## config.mk

```make
export PLATFORM = sky130hd
export DESIGN_NAME = tmds_channel_decoder
export DESIGN_NICKNAME = d
export VERILOG_FILES = /design/src/rtl/tmds_channel_decoder.sv
export SDC_FILE = /design/constraint.sdc
export NUM_CORES = 1
export LEC_CHECK = 0
export CAP_MARGIN = 20
export CORE_ASPECT_RATIO = 0.6
export CORE_UTILIZATION = 51
export CTS_BUF_LIST = sky130_fd_sc_hd__clkbuf_2 sky130_fd_sc_hd__clkbuf_4 sky130_fd_sc_hd__clkbuf_8
export DETAILED_ROUTE_END_ITERATION = 12
export MAX_ROUTING_LAYER = met4
export PLACE_DENSITY = 0.71
export SETUP_SLACK_MARGIN = 0.2
export SYNTH_ARGS = -nofsm -noshare
export SYNTH_HDL_FRONTEND = slang
export SYNTH_SLANG_ARGS = --single-unit
```

## constraint.sdc

```tcl
create_clock -name pixel_clk -period 4.2 [get_ports pixel_clk]
set_clock_uncertainty 0.1 [all_clocks]
set_input_delay 0.84 -clock pixel_clk [delete_from_list [all_inputs] [get_ports pixel_clk]]
set_output_delay 0.84 -clock pixel_clk [all_outputs]
set_load 0.01 [all_outputs]
```

## src/rtl/tmds_channel_decoder.sv

```systemverilog
// TMDS receive channel: word alignment search on control-token runs,
// then per-character decode into DE, pixel byte and control value.
module tmds_channel_decoder #(
  parameter int TOKEN_RUN      = 8,
  parameter int SEARCH_TIMEOUT = 4096,
  parameter int LOSS_TIMEOUT   = 4096
) (
  input  logic       pixel_clk,
  input  logic       rst,
  input  logic [9:0] tmds_word,
  output logic       de,
  output logic [7:0] data,
  output logic [1:0] ctl,
  output logic       locked,
  output logic [3:0] bit_offset
);

  localparam int RW = $clog2(TOKEN_RUN + 1);
  localparam int SW = $clog2(SEARCH_TIMEOUT);
  localparam int LW = $clog2(LOSS_TIMEOUT);

  localparam logic [RW-1:0] RUN_MAX  = RW'(TOKEN_RUN);
  localparam logic [RW-1:0] RUN_LAST = RW'(TOKEN_RUN - 1);
  localparam logic [SW-1:0] S_LAST   = SW'(SEARCH_TIMEOUT - 1);
  localparam logic [LW-1:0] L_LAST   = LW'(LOSS_TIMEOUT - 1);

  localparam logic [9:0] TOK_00 = 10'b1101010100;
  localparam logic [9:0] TOK_01 = 10'b0010101011;
  localparam logic [9:0] TOK_10 = 10'b0101010100;
  localparam logic [9:0] TOK_11 = 10'b1010101011;

  typedef enum logic {
    SEARCH = 1'b0,
    LOCKED = 1'b1
  } state_t;

  state_t        state;
  logic [19:0]   hist;
  logic [RW-1:0] run_cnt;
  logic [RW-1:0] run_nxt;
  logic [SW-1:0] s_tmr;
  logic [LW-1:0] l_tmr;

  logic [9:0]    aw;
  logic          is_tok;
  logic [1:0]    tok_val;
  logic          run_hit;
  logic [7:0]    q;
  logic [7:0]    dec;

  // Two-word window; the character may straddle a word boundary
  assign aw = 10'(hist >> bit_offset);

  always_comb begin
    is_tok  = 1'b1;
    tok_val = 2'd0;
    unique case (1'b1)
      aw == TOK_00: tok_val = 2'd0;
      aw == TOK_01: tok_val = 2'd1;
      aw == TOK_10: tok_val = 2'd2;
      aw == TOK_11: tok_val = 2'd3;
      default:      is_tok  = 1'b0;
    endcase
  end

  assign q   = aw[9] ? ~aw[7:0] : aw[7:0];
  assign dec = {q[7:1] ^ q[6:0] ^ {7{~aw[8]}}, q[0]};

  // Hit: this edge completes or extends a full token run
  assign run_hit = is_tok && (run_cnt >= RUN_LAST);

  always_comb begin
    run_nxt = '0;
    if (run_hit)
      run_nxt = RUN_MAX;
    else if (is_tok)
      run_nxt = run_cnt + RW'(1);
  end

  assign locked = (state == LOCKED);

  always_ff @(posedge pixel_clk or negedge rst) begin
    if (!rst) begin
      hist       <= '0;
      state      <= SEARCH;
      bit_offset <= '0;
      s_tmr      <= '0;
      l_tmr      <= '0;
      run_cnt    <= '0;
      de         <= 1'b0;
      data       <= '0;
      ctl        <= '0;
    end else begin
      hist    <= {tmds_word, hist[19:10]};
      run_cnt <= run_nxt;

      unique case (state)
        SEARCH: begin
          if (run_hit) begin
            state <= LOCKED;
            s_tmr <= '0;
            l_tmr <= '0;
          end else if (s_tmr == S_LAST) begin
            bit_offset <= (bit_offset == 4'd9) ? 4'd0 : bit_offset + 4'd1;
            s_tmr      <= '0;
            run_cnt    <= '0;
          end else begin
            s_tmr <= s_tmr + SW'(1);
          end
        end
        LOCKED: begin
          if (run_hit) begin
            l_tmr <= '0;
          end else if (l_tmr == L_LAST) begin
            state   <= SEARCH;
            l_tmr   <= '0;
            s_tmr   <= '0;
            run_cnt <= '0;
          end else begin
            l_tmr <= l_tmr + LW'(1);
          end
        end
        default: state <= SEARCH;
      endcase

      if (state == LOCKED) begin
        if (is_tok) begin
          de   <= 1'b0;
          data <= '0;
          ctl  <= tok_val;
        end else begin
          de   <= 1'b1;
          data <= dec;
        end
      end else begin
        de   <= 1'b0;
        data <= '0;
        ctl  <= '0;
      end
    end
  end

endmodule
```

==> results_dict.tcl, run 1 <==
set metrics [dict create \
    antenna_left 0 \
    synth_ff_type "dfrtp_1" \
    top_level_ports 28 \
    die_area_sq_mm 0.007925 \
    timing.final.crit_share_pct 89.42 \
    syn_to_final_growth_pct 13.79 \
    critical-path-top-delay-family "multiplexers" \
    grt_start_max_net_pins 43 \
    clock-sinks 64 \
    regArea_sq_mm 0.001605 \
    setup_viol 0 \
    rsz0062_at_grt "false" \
    synth_warnings 0 \
    max_stage_delay_ns 0.84 \
    clk_pin_slew_ns 0.07 \
    numCtsBuffers 9 \
    power.leakage_nw 1.883 \
    slew_headroom_pct 38.69 \
    grtUsageTotal_pct 23.98 \
    cap_violations 0 \
    syn-cell-area_sq_mm 0.003856 \
    layout_common_cells "dfrtp_1 (63), clkdlybuf4s50_1 (26), nand2_1 (24), nor2_1 (20), inv_1 (19)" \
    vias 2765 \
    start_util_pct 52.85 \
    htree_num_levels 3 \
    slew_violations 0 \
    fillers 604 \
    clockBufferDepth 2 \
    crit_slowest_cell "dfrtp_1" \
    post_cts_buffers 0 \
    gp_congestion 0.9597 \
    routed_wl_um 8094 \
    viasPerCell 5.809 \
    async_reset_ff_share_pct 100.0 \
    antenna_cells 0 \
    cpMostUsedCell "mux4_2" \
    clock-root-buffer "clkbuf_8" \
    setup.worst_path.start_class "flip-flop" \
    status "complete, but fails checks" \
    critPathMaxFanout 21 \
    post_drt_wl_per_cell_um 17.00 \
    coreArea_sq_mm 0.007297 \
    clock_latency_ns 0.35 \
    critPathCaptureType "flip-flop" \
    die_w_um 114.3 \
    required_ns 4.36 \
    grt.overflow.total 0 \
    tightest_slew_ns 0.9197 \
    grt_pass1_wl_um 13950 \
    ir_worst_vdd_mv 0.1994 \
    syn_inst 338 \
    holdWs_ns 0.3503 \
    hold_viol 0 \
    ys_ff_latch 64 \
    synth_edf_count 0 \
    clock.fmax_mhz 266.3 \
    final_common_cell "dfrtp_1" \
    post-dp-hpwl_um 5919 \
    yosysUniqueCellTypes 55 \
    die_h_um 69.36 \
    syn-num-nets 361 \
    rows 24 \
    antenna_found_initial 0 \
    arrival_ns 3.92 \
    grt_pass1_vias 2800 \
    fin_nets 392 \
    cts_tree "yes" \
    drc 1 \
    timing.setup.tns_ns 0 \
    violations "DRC" \
    drive_above_1_share_pct 13.44 \
    p_per_area_mw_per_mm2 267.6 \
    multiInputGateArea_sq_mm 0.002072 \
    initialDrtViolationCount 181 \
    dr.pass1.iters 8 \
    finalCriticalPeriod_ns 3.756 \
    seq_area_frac_synth_pct 41.53 \
    port_buffers 27 \
    criticalPathCategory "flip-flop to flip-flop" \
    path_cells "mux4_2 -> mux4_2 -> inv_1 -> ha_1 -> and4_1 -> and3_1 -> mux2i_1 -> buf_4 -> a31oi_1 -> o2bb2ai_1" \
    crit_buf_inv 2 \
    syn_avg_cell_area_sq_um 11.41 \
    hp-class "flip-flop to flip-flop" \
]
stage by stage:
stage	instance area, sq um	instances	total power, mW	setup slack [ns]	util, %
floorplan	3856	338	0.6912	0.7925	-
global placement	4219	462	0.7275	0.2233	57.82
detailed placement	4219	462	0.7293	0.1381	57.82
global route	4388	476	1.226	0.2082	60.13
CTS	4385	476	1.191	0.3932	60.10
finish	4388	476	1.174	0.4443	60.13
cells by family after synthesis:
| logic type | after synthesis | synth area share, % |
|---|---|---|
| adder cells (fa/ha/maj) | 11 | 3.569 |
| AO/OA/AOI/OAI | 53 | 10.19 |
| AND/OR/NAND/NOR | 118 | 16.48 |
| multiplexers | 36 | 18.82 |
| flip-flops | 64 | 41.53 |
| XOR/XNOR | 19 | 4.672 |
| buffers and inverters | 37 | 4.737 |
worst paths after layout:
check	slack (ns)	end	depth (start not counted)	start
setup / recovery	0.44	s_tmr[1]	10	bit_offset[1]
hold / removal	0.35	hist[7]	0	hist[17]
setup reg to reg	0.44	s_tmr[1]	10	bit_offset[1]
hold reg to reg	0.35	hist[7]	0	hist[17]
max in group asynchronous	2.61	s_tmr[1]	2	rst
min in group asynchronous	0.53	data[2]	1	rst
synthesized netlist by cell type (2+ instances only):
library cell  count  area share (%)
a21oi_1          11             1.4
nand3b_1          3            0.58
and2_1            3            0.49
nor4_1            6            0.97
and3_1           16             2.6
o221ai_1          4            0.91
a21bo_2           2            0.52
mux2i_1           8             2.1
nand4_1           8             1.3
xor2_1            9             2.0
nor2b_1           2            0.32
a21o_1            2            0.39
buf_2             8             1.0
xnor2_1           9             2.0
or3_1             2            0.32
ha_1             11             3.6
mux4_2           12             7.0
o2bb2ai_1         5             1.1
nand3_1          16             2.1
o21ai_0          11             1.4
mux2_2            2            0.58
and4_1            6             1.4
clkbuf_1          6            0.58
dfrtp_1          64              42
nor3_1            5            0.65
inv_1            19             1.8
a31oi_1           3            0.49
mux4_1           12             8.2
nand2_1          24             2.3
o211ai_1          5            0.97
nor2_1           20             1.9
registers in the layout, summed over array words and instances, names as in the netlist:
| signal | count |
|---|---|
| ctl | 2 |
| de | 1 |
| run_cnt | 4 |
| bit_offset | 4 |
| s_tmr | 12 |
| hist | 20 |
| data | 8 |
| locked | 1 |
| l_tmr | 12 |
routing by layer:
| layer | share of wire (%) | routed length (um) | vias up | global-route usage, % |
|---|---|---|---|---|
| met5 | 0 | 0 | - | - |
| met4 | 1.2 | 99 | 0 | 6.205 |
| met2 | 44 | 3556 | 62 | 33.54 |
| met1 | 50 | 4087 | 1362 | 34.58 |
| li1 | - | - | 1330 | - |
| met3 | 4.3 | 350 | 11 | 6.731 |
worst register-to-register path: cells and delay by family, from the launching register on:
kind / cells / cell delay [ns]
buf+inv: 2 / 0.29
fa+ha+maj: 1 / 0.14
mux: 3 / 1.22
flops: 1 / 0.84
compound gates: 2 / 0.56
simple gates: 2 / 0.51
area by class of cell:
| cell class | count | area share, % |
|---|---|---|
| Timing Repair Buffer | 37 | 7.756 |
| Sequential cell | 64 | 36.58 |
| Clock buffer | 13 | 3.650 |
| Tap cell | 104 | 2.966 |
| Clock inverter | 1 | 0.1141 |
| Inverter | 20 | 1.711 |
| Multi-Input combinational cell | 237 | 47.22 |
power by group:
part	leakage [nW]	internal (mW)	total (mW)	switching, mW
clock	0.0896	0.243	0.457	0.214
sequential	0.832	0.627	0.638	0.0114
combinational	0.962	0.0412	0.0797	0.0385
what timing repair did:
item                       CTS  global route
setup endpoints to repair   12             1
hold endpoints to repair     0             0
gates cloned                 0             0
hold buffers                 0             0
gates resized for setup      1             1
Note: power is estimated with default switching activity, not from simulation.
==> inputs of run 2 (changes only) <==
Settings changed: CAP_MARGIN 20 to 10.
Clock period 4.2 ns to 4 ns, I/O delays scaled along.
==> results_dict.tcl, run 2 (same netlist as run 1, synthesis figures left out) <==
set metrics [dict create \
    status "complete, but fails checks" \
    violations "DRC" \
    clock_latency_ns 0.35 \
    top_level_ports 28 \
    grt_pass1_vias 2785 \
    antenna_found_initial 0 \
    setup.worst_path.start_class "flip-flop" \
    routed_wl_um 8499 \
    die_h_um 69.36 \
    holdWs_ns 0.3656 \
    setup_viol 0 \
    die_w_um 114.3 \
    power.leakage_nw 1.885 \
    clock-root-buffer "clkbuf_8" \
    regMostFlops "hist" \
    fillers 612 \
    largest_reg_flops 20 \
    finalCriticalPeriod_ns 3.619 \
    die_area_sq_mm 0.007925 \
    intPower_mw 0.9606 \
    post_cts_buffers 0 \
    ir_worst_vdd_mv 0.2346 \
    timing.final.crit_share_pct 90.47 \
    clock.fmax_mhz 276.3 \
    post-dp-hpwl_um 5990 \
    seq_power_share_pct 53.4 \
    clockBufferDepth 2 \
    hold_depth 0 \
    fin_nets 392 \
    final_common_cell "dfrtp_1" \
    rows 24 \
    start_util_pct 52.85 \
    final_util_pct 60.51 \
    cts_tree "yes" \
    tightest_slew_ns 0.9427 \
    required_ns 4.11 \
    timing.setup.tns_ns 0 \
    grtUsageTotal_pct 24.66 \
    setup_ws_ns 0.3813 \
    placedInstanceArea_sq_mm 0.004232 \
    grt_start_max_net_pins 44 \
    dr.pass1.iters 9 \
    rsz0062_at_grt "true" \
    criticalPathCategory "flip-flop to flip-flop" \
    p_per_area_mw_per_mm2 284.1 \
    clkPwrFrac_pct 39.8 \
    numCtsBuffers 9 \
    top_regs "hist (20), l_tmr (12), s_tmr (12)" \
    drive_above_1_share_pct 14.21 \
    critPathCaptureType "flip-flop" \
    vias 2842 \
    switching_share_pct 23.43 \
    gp_congestion 0.9522 \
    fin_area_sq_mm 0.004415 \
    critPathMaxFanout 25 \
    hold_viol 0 \
    slew_violations 0 \
    cap_violations 0 \
    slew_headroom_pct 37.15 \
    switchingPower_mw 0.2940 \
    postCtsHoldBufs 0 \
    p_comb_share_pct 6.7 \
    grt.overflow.total 0 \
    port_buffers 27 \
    antenna_left 0 \
    hp-class "flip-flop to flip-flop" \
    clk_pin_slew_ns 0.07 \
    cts_resized 1 \
    viasPerCell 5.958 \
    clock-sinks 64 \
    r2r_cells 9 \
    arrival_ns 3.72 \
    htree_num_levels 3 \
    dp_slack_ns 0.1899 \
    coreArea_sq_mm 0.007297 \
    post_drt_wl_per_cell_um 17.82 \
    drc 1 \
    antenna_cells 0 \
    syn_to_final_growth_pct 14.50 \
    layout_common_cells "dfrtp_1 (63), clkdlybuf4s50_1 (26), nand2_1 (23), nor2_1 (20), inv_1 (19)" \
    initialDrtViolationCount 240 \
    grt_pass1_wl_um 14260 \
]
run 2: critical path, stage by stage (launching register included):
cell and delay (ns):
dfrtp_1 0.39, buf_12 0.21, mux4_1 0.62, mux4_2 0.52, ha_1 0.22, and4_1 0.28
and4_1 0.28, or3_1 0.39, o21ai_2 0.30, o221ai_1 0.16
run 2: layout make-up:
| class | count | area (sq um) | area share, % |
|---|---|---|---|
| clock buffer | 12 | 158.9 | 3.599 |
| clock inverter | 3 | 17.52 | 0.3967 |
| inverter | 20 | 75.07 | 1.700 |
| multi-input combinational | 237 | 2078 | 47.07 |
| sequential | 64 | 1603 | 36.30 |
| tap | 104 | 130.1 | 2.947 |
| timing repair buffer | 37 | 352.8 | 7.991 |
run 2: final timing paths:
path                       slack, ns     startpoint             to
min reg2reg                     0.37       hist[14]        hist[4]
max                             0.38  bit_offset[0]       s_tmr[5]
min                             0.37       hist[14]        hist[4]
max reg2reg                     0.38  bit_offset[0]       s_tmr[5]
min in group asynchronous       0.50            rst        data[2]
max in group asynchronous       2.42            rst  bit_offset[1]
run 2: power groups by stage:
stage | Combinational [mW] | Sequential, mW | Clock, mW
after detailed placement | 0.0841 | 0.682 | 0
after global placement | 0.0823 | 0.681 | 0
final | 0.0846 | 0.670 | 0.500
after floorplan | 0.0495 | 0.676 | 0
after CTS | 0.0851 | 0.670 | 0.514
after global routing | 0.0932 | 0.672 | 0.545
run 2: routing by layer:
metal | part of all wire, % | vias up | track usage (%)
met5 | 0 | - | -
met4 | 1.4 | 0 | 6.782
met3 | 5.1 | 13 | 6.993
met2 | 45 | 73 | 33.00
met1 | 49 | 1424 | 36.58
li1 | - | 1332 | -
run 2: metrics by stage:
step | power (mW) | cells
6_report | 1.255 | 477
5_1_grt | 1.310 | 477
4_1_cts | 1.269 | 477
2_1_floorplan | 0.7258 | 338
3_5_place_dp | 0.7664 | 462
3_3_place_gp | 0.7637 | 462
==> inputs of run 3 (changes only) <==
Settings changed: CTS_CLUSTER_SIZE set to 25.
==> results of run 3 <==
Final layout, timing and power as in run 2 (identical DEF).
